<file path="config.mk">
export PLATFORM = sky130hd
export DESIGN_NAME = chrono_set
export DESIGN_NICKNAME = d
export VERILOG_FILES = /design/src/rtl/chrono_pkg.sv /design/src/rtl/key_debounce.sv /design/src/rtl/chrono_set.sv
export SDC_FILE = /design/constraint.sdc
export NUM_CORES = 1
export LEC_CHECK = 0
export ABC_AREA = 0
export CORE_ASPECT_RATIO = 1.2
export CORE_MARGIN = 8
export CORE_UTILIZATION = 59
export CTS_CLUSTER_SIZE = 25
export DETAILED_ROUTE_END_ITERATION = 6
export PLACE_DENSITY = 0.8
export SETUP_SLACK_MARGIN = 0.2
export SLEW_MARGIN = 5
export SYNTH_ARGS = -nofsm -noshare
export SYNTH_HDL_FRONTEND = slang
export SYNTH_HIERARCHICAL = 1
export SYNTH_SLANG_ARGS = --single-unit
</file>
<file path="constraint.sdc">
create_clock -name clock_50 -period 2.7 [get_ports clock_50]
set_input_delay 0.54 -clock clock_50 [delete_from_list [all_inputs] [get_ports clock_50]]
set_output_delay 0.54 -clock clock_50 [all_outputs]
set_load 0.05 [all_outputs]
</file>
<file path="src/rtl/chrono_pkg.sv">
// chrono_pkg: state encoding, field limits and wrap-around arithmetic shared by the chrono time-setting logic.
package chrono_pkg;

    typedef enum logic [1:0] {
        RUN   = 2'd0,
        SET_H = 2'd1,
        SET_M = 2'd2,
        SET_S = 2'd3
    } state_t;

    localparam int HORA_W    = 5;
    localparam int MIN_SEG_W = 6;

    localparam logic [HORA_W-1:0]    HORA_MAX    = 5'd23;
    localparam logic [MIN_SEG_W-1:0] MIN_SEG_MAX = 6'd59;

    // One step up or down with wrap; out-of-range inputs are pulled back into 0..max_value.
    function automatic logic [MIN_SEG_W-1:0] wrap_step(
        input logic [MIN_SEG_W-1:0] value,
        input logic [MIN_SEG_W-1:0] max_value,
        input logic                 up
    );
        logic [MIN_SEG_W-1:0] result;
        if (up) begin
            result = (value >= max_value) ? '0 : value + 1'b1;
        end else begin
            result = ((value == '0) || (value > max_value)) ? max_value : value - 1'b1;
        end
        return result;
    endfunction

endpackage

</file>
<file path="src/rtl/key_debounce.sv">
// key_debounce: 2-FF synchronizer, stable-level counter and one-cycle press pulse for an active-low key.
// The debounced level port exists only when CHRONO_SET_AUTOREPEAT_EN is defined.
module key_debounce #(
    parameter int DEBOUNCE_CYCLES = 500000
) (
    input  logic clk,
    input  logic rst_n,
    input  logic key,
`ifdef CHRONO_SET_AUTOREPEAT_EN
    output logic level,
`endif
    output logic press
);

    localparam int CNT_W = (DEBOUNCE_CYCLES > 1) ? $clog2(DEBOUNCE_CYCLES) : 1;
    localparam logic [CNT_W-1:0] CNT_LAST = CNT_W'(DEBOUNCE_CYCLES - 1);

    logic [1:0]       sync_reg;
    logic             level_reg;
    logic             level_d_reg;
    logic             press_reg;
    logic [CNT_W-1:0] cnt_reg;

    always_ff @(posedge clk or negedge rst_n) begin
        if (!rst_n) begin
            sync_reg    <= 2'b11;
            level_reg   <= 1'b1;
            level_d_reg <= 1'b1;
            press_reg   <= 1'b0;
            cnt_reg     <= '0;
        end else begin
            sync_reg    <= {sync_reg[0], key};
            level_d_reg <= level_reg;
            press_reg   <= level_d_reg & ~level_reg;
            // Any sample that agrees with the accepted level restarts the count.
            if (sync_reg[1] == level_reg) begin
                cnt_reg <= '0;
            end else if (cnt_reg == CNT_LAST) begin
                level_reg <= sync_reg[1];
                cnt_reg   <= '0;
            end else begin
                cnt_reg <= cnt_reg + 1'b1;
            end
        end
    end

    assign press = press_reg;
`ifdef CHRONO_SET_AUTOREPEAT_EN
    assign level = level_reg;
`endif

endmodule

</file>
<file path="src/rtl/chrono_set.sv">
// chrono_set: debounced key front end, field-select FSM and wrap-around editing of hh:mm:ss for the counter chain.
// Optional hold-to-repeat on up/down is enabled by defining CHRONO_SET_AUTOREPEAT_EN.
module chrono_set
    import chrono_pkg::*;
#(
    parameter int DEBOUNCE_CYCLES = 500000,
    parameter int BLINK_BIT       = 24
) (
    input  logic                 clock_50,
    input  logic                 reset,
    input  logic                 key_mode,
    input  logic                 key_up,
    input  logic                 key_down,
    input  logic [HORA_W-1:0]    cur_horas,
    input  logic [MIN_SEG_W-1:0] cur_minutos,
    input  logic [MIN_SEG_W-1:0] cur_segundos,
    output logic [HORA_W-1:0]    set_horas,
    output logic [MIN_SEG_W-1:0] set_minutos,
    output logic [MIN_SEG_W-1:0] set_segundos,
    output logic                 load,
    output logic                 editing,
    output logic [2:0]           blink_mask,
    output logic [1:0]           state
);

    logic [2:0] key_raw;
    logic [2:0] press_vec;
    assign key_raw = {key_down, key_up, key_mode};

    genvar gi;

`ifdef CHRONO_SET_AUTOREPEAT_EN
    logic [2:0] level_vec;
`endif

    for (gi = 0; gi < 3; gi++) begin : g_key
        key_debounce #(.DEBOUNCE_CYCLES(DEBOUNCE_CYCLES)) u_key (
            .clk   (clock_50),
            .rst_n (reset),
            .key   (key_raw[gi]),
`ifdef CHRONO_SET_AUTOREPEAT_EN
            .level (level_vec[gi]),
`endif
            .press (press_vec[gi])
        );
    end

    state_t               state_reg;
    logic [HORA_W-1:0]    set_h_reg;
    logic [MIN_SEG_W-1:0] set_m_reg;
    logic [MIN_SEG_W-1:0] set_s_reg;
    logic                 load_reg;
    logic [BLINK_BIT:0]   blink_reg;
    logic [2:0]           blink_mask_reg;

    logic mode_ev;
    logic up_ev;
    logic down_ev;
    logic step_ev;

    assign mode_ev = press_vec[0];

`ifdef CHRONO_SET_AUTOREPEAT_EN
    localparam int REPEAT_W = 25;
    localparam logic [REPEAT_W-1:0] REPEAT_FIRST_LAST = 25'd24_999_999;
    localparam logic [REPEAT_W-1:0] REPEAT_NEXT_LAST  = 25'd4_999_999;

    logic [1:0] rep_pulse;
    state_t     state_seen_reg;

    always_ff @(posedge clock_50 or negedge reset) begin
        if (!reset) state_seen_reg <= RUN;
        else        state_seen_reg <= state_reg;
    end

    // gi=0 repeats up, gi=1 repeats down; a release or any state change stops repeating.
    for (gi = 0; gi < 2; gi++) begin : g_repeat
        logic [REPEAT_W-1:0] cnt_reg;
        logic                active_reg;
        logic                first_reg;
        logic                pulse_reg;

        always_ff @(posedge clock_50 or negedge reset) begin
            if (!reset) begin
                cnt_reg    <= '0;
                active_reg <= 1'b0;
                first_reg  <= 1'b0;
                pulse_reg  <= 1'b0;
            end else begin
                pulse_reg <= 1'b0;
                if (press_vec[gi+1]) begin
                    cnt_reg    <= '0;
                    active_reg <= 1'b1;
                    first_reg  <= 1'b1;
                end else if (level_vec[gi+1] || (state_reg == RUN) || (state_reg != state_seen_reg)) begin
                    active_reg <= 1'b0;
                end else if (active_reg) begin
                    if (cnt_reg == (first_reg ? REPEAT_FIRST_LAST : REPEAT_NEXT_LAST)) begin
                        pulse_reg <= 1'b1;
                        cnt_reg   <= '0;
                        first_reg <= 1'b0;
                    end else begin
                        cnt_reg <= cnt_reg + 1'b1;
                    end
                end
            end
        end

        assign rep_pulse[gi] = pulse_reg;
    end

    assign up_ev   = press_vec[1] | rep_pulse[0];
    assign down_ev = press_vec[2] | rep_pulse[1];
`else
    assign up_ev   = press_vec[1];
    assign down_ev = press_vec[2];
`endif

    // Mode has priority; up together with down cancels out.
    assign step_ev = (up_ev ^ down_ev) && !mode_ev && (state_reg != RUN);

    always_ff @(posedge clock_50 or negedge reset) begin
        if (!reset) begin
            state_reg <= RUN;
            set_h_reg <= '0;
            set_m_reg <= '0;
            set_s_reg <= '0;
            load_reg  <= 1'b0;
            blink_reg <= '0;
        end else begin
            load_reg  <= 1'b0;
            blink_reg <= blink_reg + 1'b1;
            if (mode_ev) begin
                blink_reg <= '0;
                unique case (state_reg)
                    RUN: begin
                        state_reg <= SET_H;
                        set_h_reg <= cur_horas;
                        set_m_reg <= cur_minutos;
                        set_s_reg <= cur_segundos;
                    end
                    SET_H: state_reg <= SET_M;
                    SET_M: state_reg <= SET_S;
                    SET_S: begin
                        state_reg <= RUN;
                        load_reg  <= 1'b1;
                    end
                endcase
            end else if (step_ev) begin
                blink_reg <= '0;
                unique case (state_reg)
                    SET_H: set_h_reg <= HORA_W'(wrap_step(MIN_SEG_W'(set_h_reg), MIN_SEG_W'(HORA_MAX), up_ev));
                    SET_M: set_m_reg <= wrap_step(set_m_reg, MIN_SEG_MAX, up_ev);
                    SET_S: set_s_reg <= wrap_step(set_s_reg, MIN_SEG_MAX, up_ev);
                    RUN:   ;
                endcase
            end
        end
    end

    always_ff @(posedge clock_50 or negedge reset) begin
        if (!reset) begin
            blink_mask_reg <= 3'b000;
        end else begin
            unique case (state_reg)
                SET_H: blink_mask_reg <= {blink_reg[BLINK_BIT], 2'b00};
                SET_M: blink_mask_reg <= {1'b0, blink_reg[BLINK_BIT], 1'b0};
                SET_S: blink_mask_reg <= {2'b00, blink_reg[BLINK_BIT]};
                RUN:   blink_mask_reg <= 3'b000;
            endcase
        end
    end

    assign set_horas    = set_h_reg;
    assign set_minutos  = set_m_reg;
    assign set_segundos = set_s_reg;
    assign load         = load_reg;
    assign blink_mask   = blink_mask_reg;
    assign state        = state_reg;
    assign editing      = (state_reg != RUN);

endmodule
</file>
==> impl_metrics.tcl <==
set metrics [dict create \
    run_status "finished clean" \
    clk_root_buffer_cell "sky130_fd_sc_hd__clkbuf_16" \
    post-route-cell-area_um2 7740 \
    totalNegativeSetupSlack_ps 0 \
    number_of_placed_i_o_pins 46 \
    maxSlewViolCount 0 \
    dp.final_hpwl_mm 9.36 \
    reg2reg_slack_ps 630 \
    final_cell_mix "108 x sky130_fd_sc_hd__dfrtp_1, 106 x sky130_fd_sc_hd__nor2_1, 50 x sky130_fd_sc_hd__xnor2_1, 43 x sky130_fd_sc_hd__nand2_1, 42 x sky130_fd_sc_hd__clkdlybuf4s50_1" \
    placedInstanceArea_um2 7100 \
    adder_cell_share_of_the_synthesized_area_pct 3.07 \
    timing.critical_path.required_ps 2160 \
    maxCapViolations 0 \
    crit_path_start_kind "register" \
    yosys.cell_types.count 67 \
    synth_seq_area_share_pct 46.2 \
    critPathKind "reg2out" \
    r2r_end "g_key[0].u_key/cnt_reg[18]$_DFF_PN0_" \
    synth-edff-count 0 \
    hold_viol 0 \
    cts_htree_levels 4 \
    worstPathArrival_ps 1890 \
    wire_length_of_the_first_global_routing_pass_mm 24.0 \
    synth_seq_cells 120 \
    cts.clk_slew.worst_paths_ps 60 \
    cell_internal_pwr_w 0.00345 \
    critPathTopFamily "buffers and inverters" \
    seq_power_share_pct 41.9 \
    timing_worst_slew_pin_value_ps 662 \
    yosysWarnings 6 \
    gp_congestion 0.890 \
    worst-path-buf-inv 1 \
    comb_power_share_pct 2.9 \
    multi_input_comb_area_um2 3250 \
    grt_antenna_before_repair 0 \
    r2r.worst_path.cells 5 \
    fraction_of_registers_with_async_set_reset_pct 100 \
    seqCellArea_um2 3020 \
    n_antenna_cell 0 \
    slowest_stage "sky130_fd_sc_hd__clkdlybuf4s50_1" \
    drc_markers 0 \
    netSwitchingFraction_pct 21.3 \
    post_synth_and_or_nand_nor_area_fraction_pct 24.3 \
    flow.area_growth_from_synthesis_pct 18.5 \
    fp-row-count 42 \
    die_height_um 131 \
    final_number_of_setup_violating_endpoints 0 \
    cts_buffer_depth 2 \
    critical_path.max_stage_delay_ps 900 \
    chipWidth_um 112 \
    largest_family_of_logic_cells_by_synthesized_area "simple AND/OR/NAND/NOR gates" \
    power_frac_clock_pct 55.1 \
    cp_cell_sequence "clkdlybuf4s50_1" \
    all_layer_global_routing_usage_pct 19.6 \
    layout.filler_cells 778 \
    r2r-start "g_key[0].u_key/cnt_reg[0]$_DFF_PN0_" \
    drtIter0Drc 338 \
    class_of_the_worst_hold_path "in2async" \
    layout_commonest_cell "sky130_fd_sc_hd__dfrtp_1" \
    synth.avg_cell_area_um2 9.59 \
    synth-compound-area-share_pct 10.6 \
    number_of_clock_sinks 120 \
    detail_route.vias_per_cell 5.92 \
    worstSkewPairLatency_ps 410 \
    cts_inserted_buffers 17 \
    yosys.area_share.xor_xnor_pct 10.3 \
    start_util_pct 59.7 \
    synth.net_count 719 \
    route.vias.total 5171 \
    total_leakage_power_nw 3.36 \
    grt.overflow.total 0 \
    cts_tree "done" \
    max_freq_mhz 412 \
    clock-skew-final_ps 6.61 \
    rsz0062_at_grt "false" \
    final.period_utilization_pct 89.8 \
    postCtsSetupRepairBufs 0 \
    grt_max_degree 43 \
    drt_wl_total_mm 13.9 \
    dieArea_um2 14700 \
    postSynth.topFlopCell "sky130_fd_sc_hd__dfrtp_1" \
    critPathCaptureType "primary output" \
    synth_area_um2 6530 \
    layout.nets 766 \
    flip_flop_count_of_the_largest_register_after_layout 57 \
    timing.critical_path.fanout_max 13 \
    time_the_worst_path_needs_with_i_o_delays_and_setup_ps 2430 \
    drt-wirelength-per-cell_um 15.9 \
    synth_cells 681 \
    numPortBuffers 45 \
    p_sw_w 0.000935 \
    synth.area.mux_share_pct 1.44 \
    vias_in_the_first_global_route 5213 \
    floorplan.core_area_um2 10900 \
    power_density_nw_per_um2 567 \
    vdd_ir_drop_max_uv 400 \
    drtAntennaViolNets 0 \
    timing.max_slew.rel_slack_pct 55.5 \
    fraction_of_layout_instances_using_a_drive_strength_above_1_pct 10.9 \
    drt_pre_antenna_iters 5 \
]
-- cells in the mapped netlist, types with 16 or more instances --
library cell	count	area [µm²]
sky130_fd_sc_hd__nand4_1	19	119
sky130_fd_sc_hd__nor2_1	106	398
sky130_fd_sc_hd__dfrtp_1	108	2700
sky130_fd_sc_hd__a21oi_1	24	120
sky130_fd_sc_hd__nand2_1	43	161
sky130_fd_sc_hd__ha_1	16	200
sky130_fd_sc_hd__xnor2_1	50	438
sky130_fd_sc_hd__nand3_1	40	200
sky130_fd_sc_hd__inv_1	31	116
sky130_fd_sc_hd__o21ai_0	25	125
sky130_fd_sc_hd__xor2_1	27	236
sky130_fd_sc_hd__nor3_1	18	90.1
-- layout make-up --
class | count | area share [%]
clock inverters | 14 | 2.52
flip-flops and latches | 120 | 39.0
inverters | 32 | 1.55
multi-input cells | 500 | 42.0
repair buffers | 57 | 7.13
well taps | 132 | 2.13
clock buffers | 18 | 5.68
-- how the worst max path moves through the flow --
stage | startpoint | to | cells past startpoint
2_1_floorplan | state[0]$_DFFE_PN0P_ | set_minutos[2]$_DFFE_PN0P_ | 7
3_3_place_gp | state[0]$_DFFE_PN0P_ | editing | 4
3_5_place_dp | state[0]$_DFFE_PN0P_ | editing | 4
4_1_cts | set_segundos[2]$_DFFE_PN0P_ | set_segundos[2] | 1
5_1_grt | set_minutos[2]$_DFFE_PN0P_ | set_minutos[2] | 1
6_report | set_minutos[2]$_DFFE_PN0P_ | set_minutos[2] | 1
-- layer usage --
layer / part of all wire (%) / up-vias / track usage (%)
li1: - / 2478 / -
met1: 42 / 2542 / 22.9
met2: 52 / 134 / 34.2
met3: 4.1 / 17 / 4.49
met4: 1.4 / 0 / 7.51
met5: 0 / - / 0
-- kinds of logic after synthesis --
| group | count (synthesis) |
|---|---|
| flip-flops | 120 |
| buffers and inverters | 61 |
| multiplexers | 9 |
| AO/OA/AOI/OAI | 95 |
| XOR/XNOR | 77 |
| AND/OR/NAND/NOR | 303 |
| adder cells (fa/ha/maj) | 16 |
-- metrics by stage --
stage / setup WS [ps] / power [W] / util [%] / hold slack (ps) / instances
global placement: 540 / 0.00200 / 65.0 / 347 / 841
finish: 275 / 0.00439 / 70.8 / 115 / 873
global route: 217 / 0.00452 / 70.8 / 160 / 873
CTS: 221 / 0.00443 / 70.8 / 125 / 873
detailed placement: 486 / 0.00200 / 65.0 / 348 / 841
floorplan: 616 / 0.00192 / - / 244 / 681
-- power by group through the flow --
stage	Combinational (W)	Clock [W]	Sequential [W]
6_report	0.000128	0.00242	0.00184
5_1_grt	0.000146	0.00254	0.00184
4_1_cts	0.000131	0.00246	0.00184
3_5_place_dp	0.000130	0	0.00187
3_3_place_gp	0.000127	0	0.00187
2_1_floorplan	0.0000512	0	0.00186
-- repair_timing --
item / CTS / global route
endpoints found under the setup margin: 1 / 1
endpoints found under the hold margin: 0 / 0
gates resized for setup: 1 / 1
hold buffers: 0 / 0
pin swaps: 0 / 0
gates cloned: 0 / 0
Note: power is estimated with default switching activity, not from simulation.
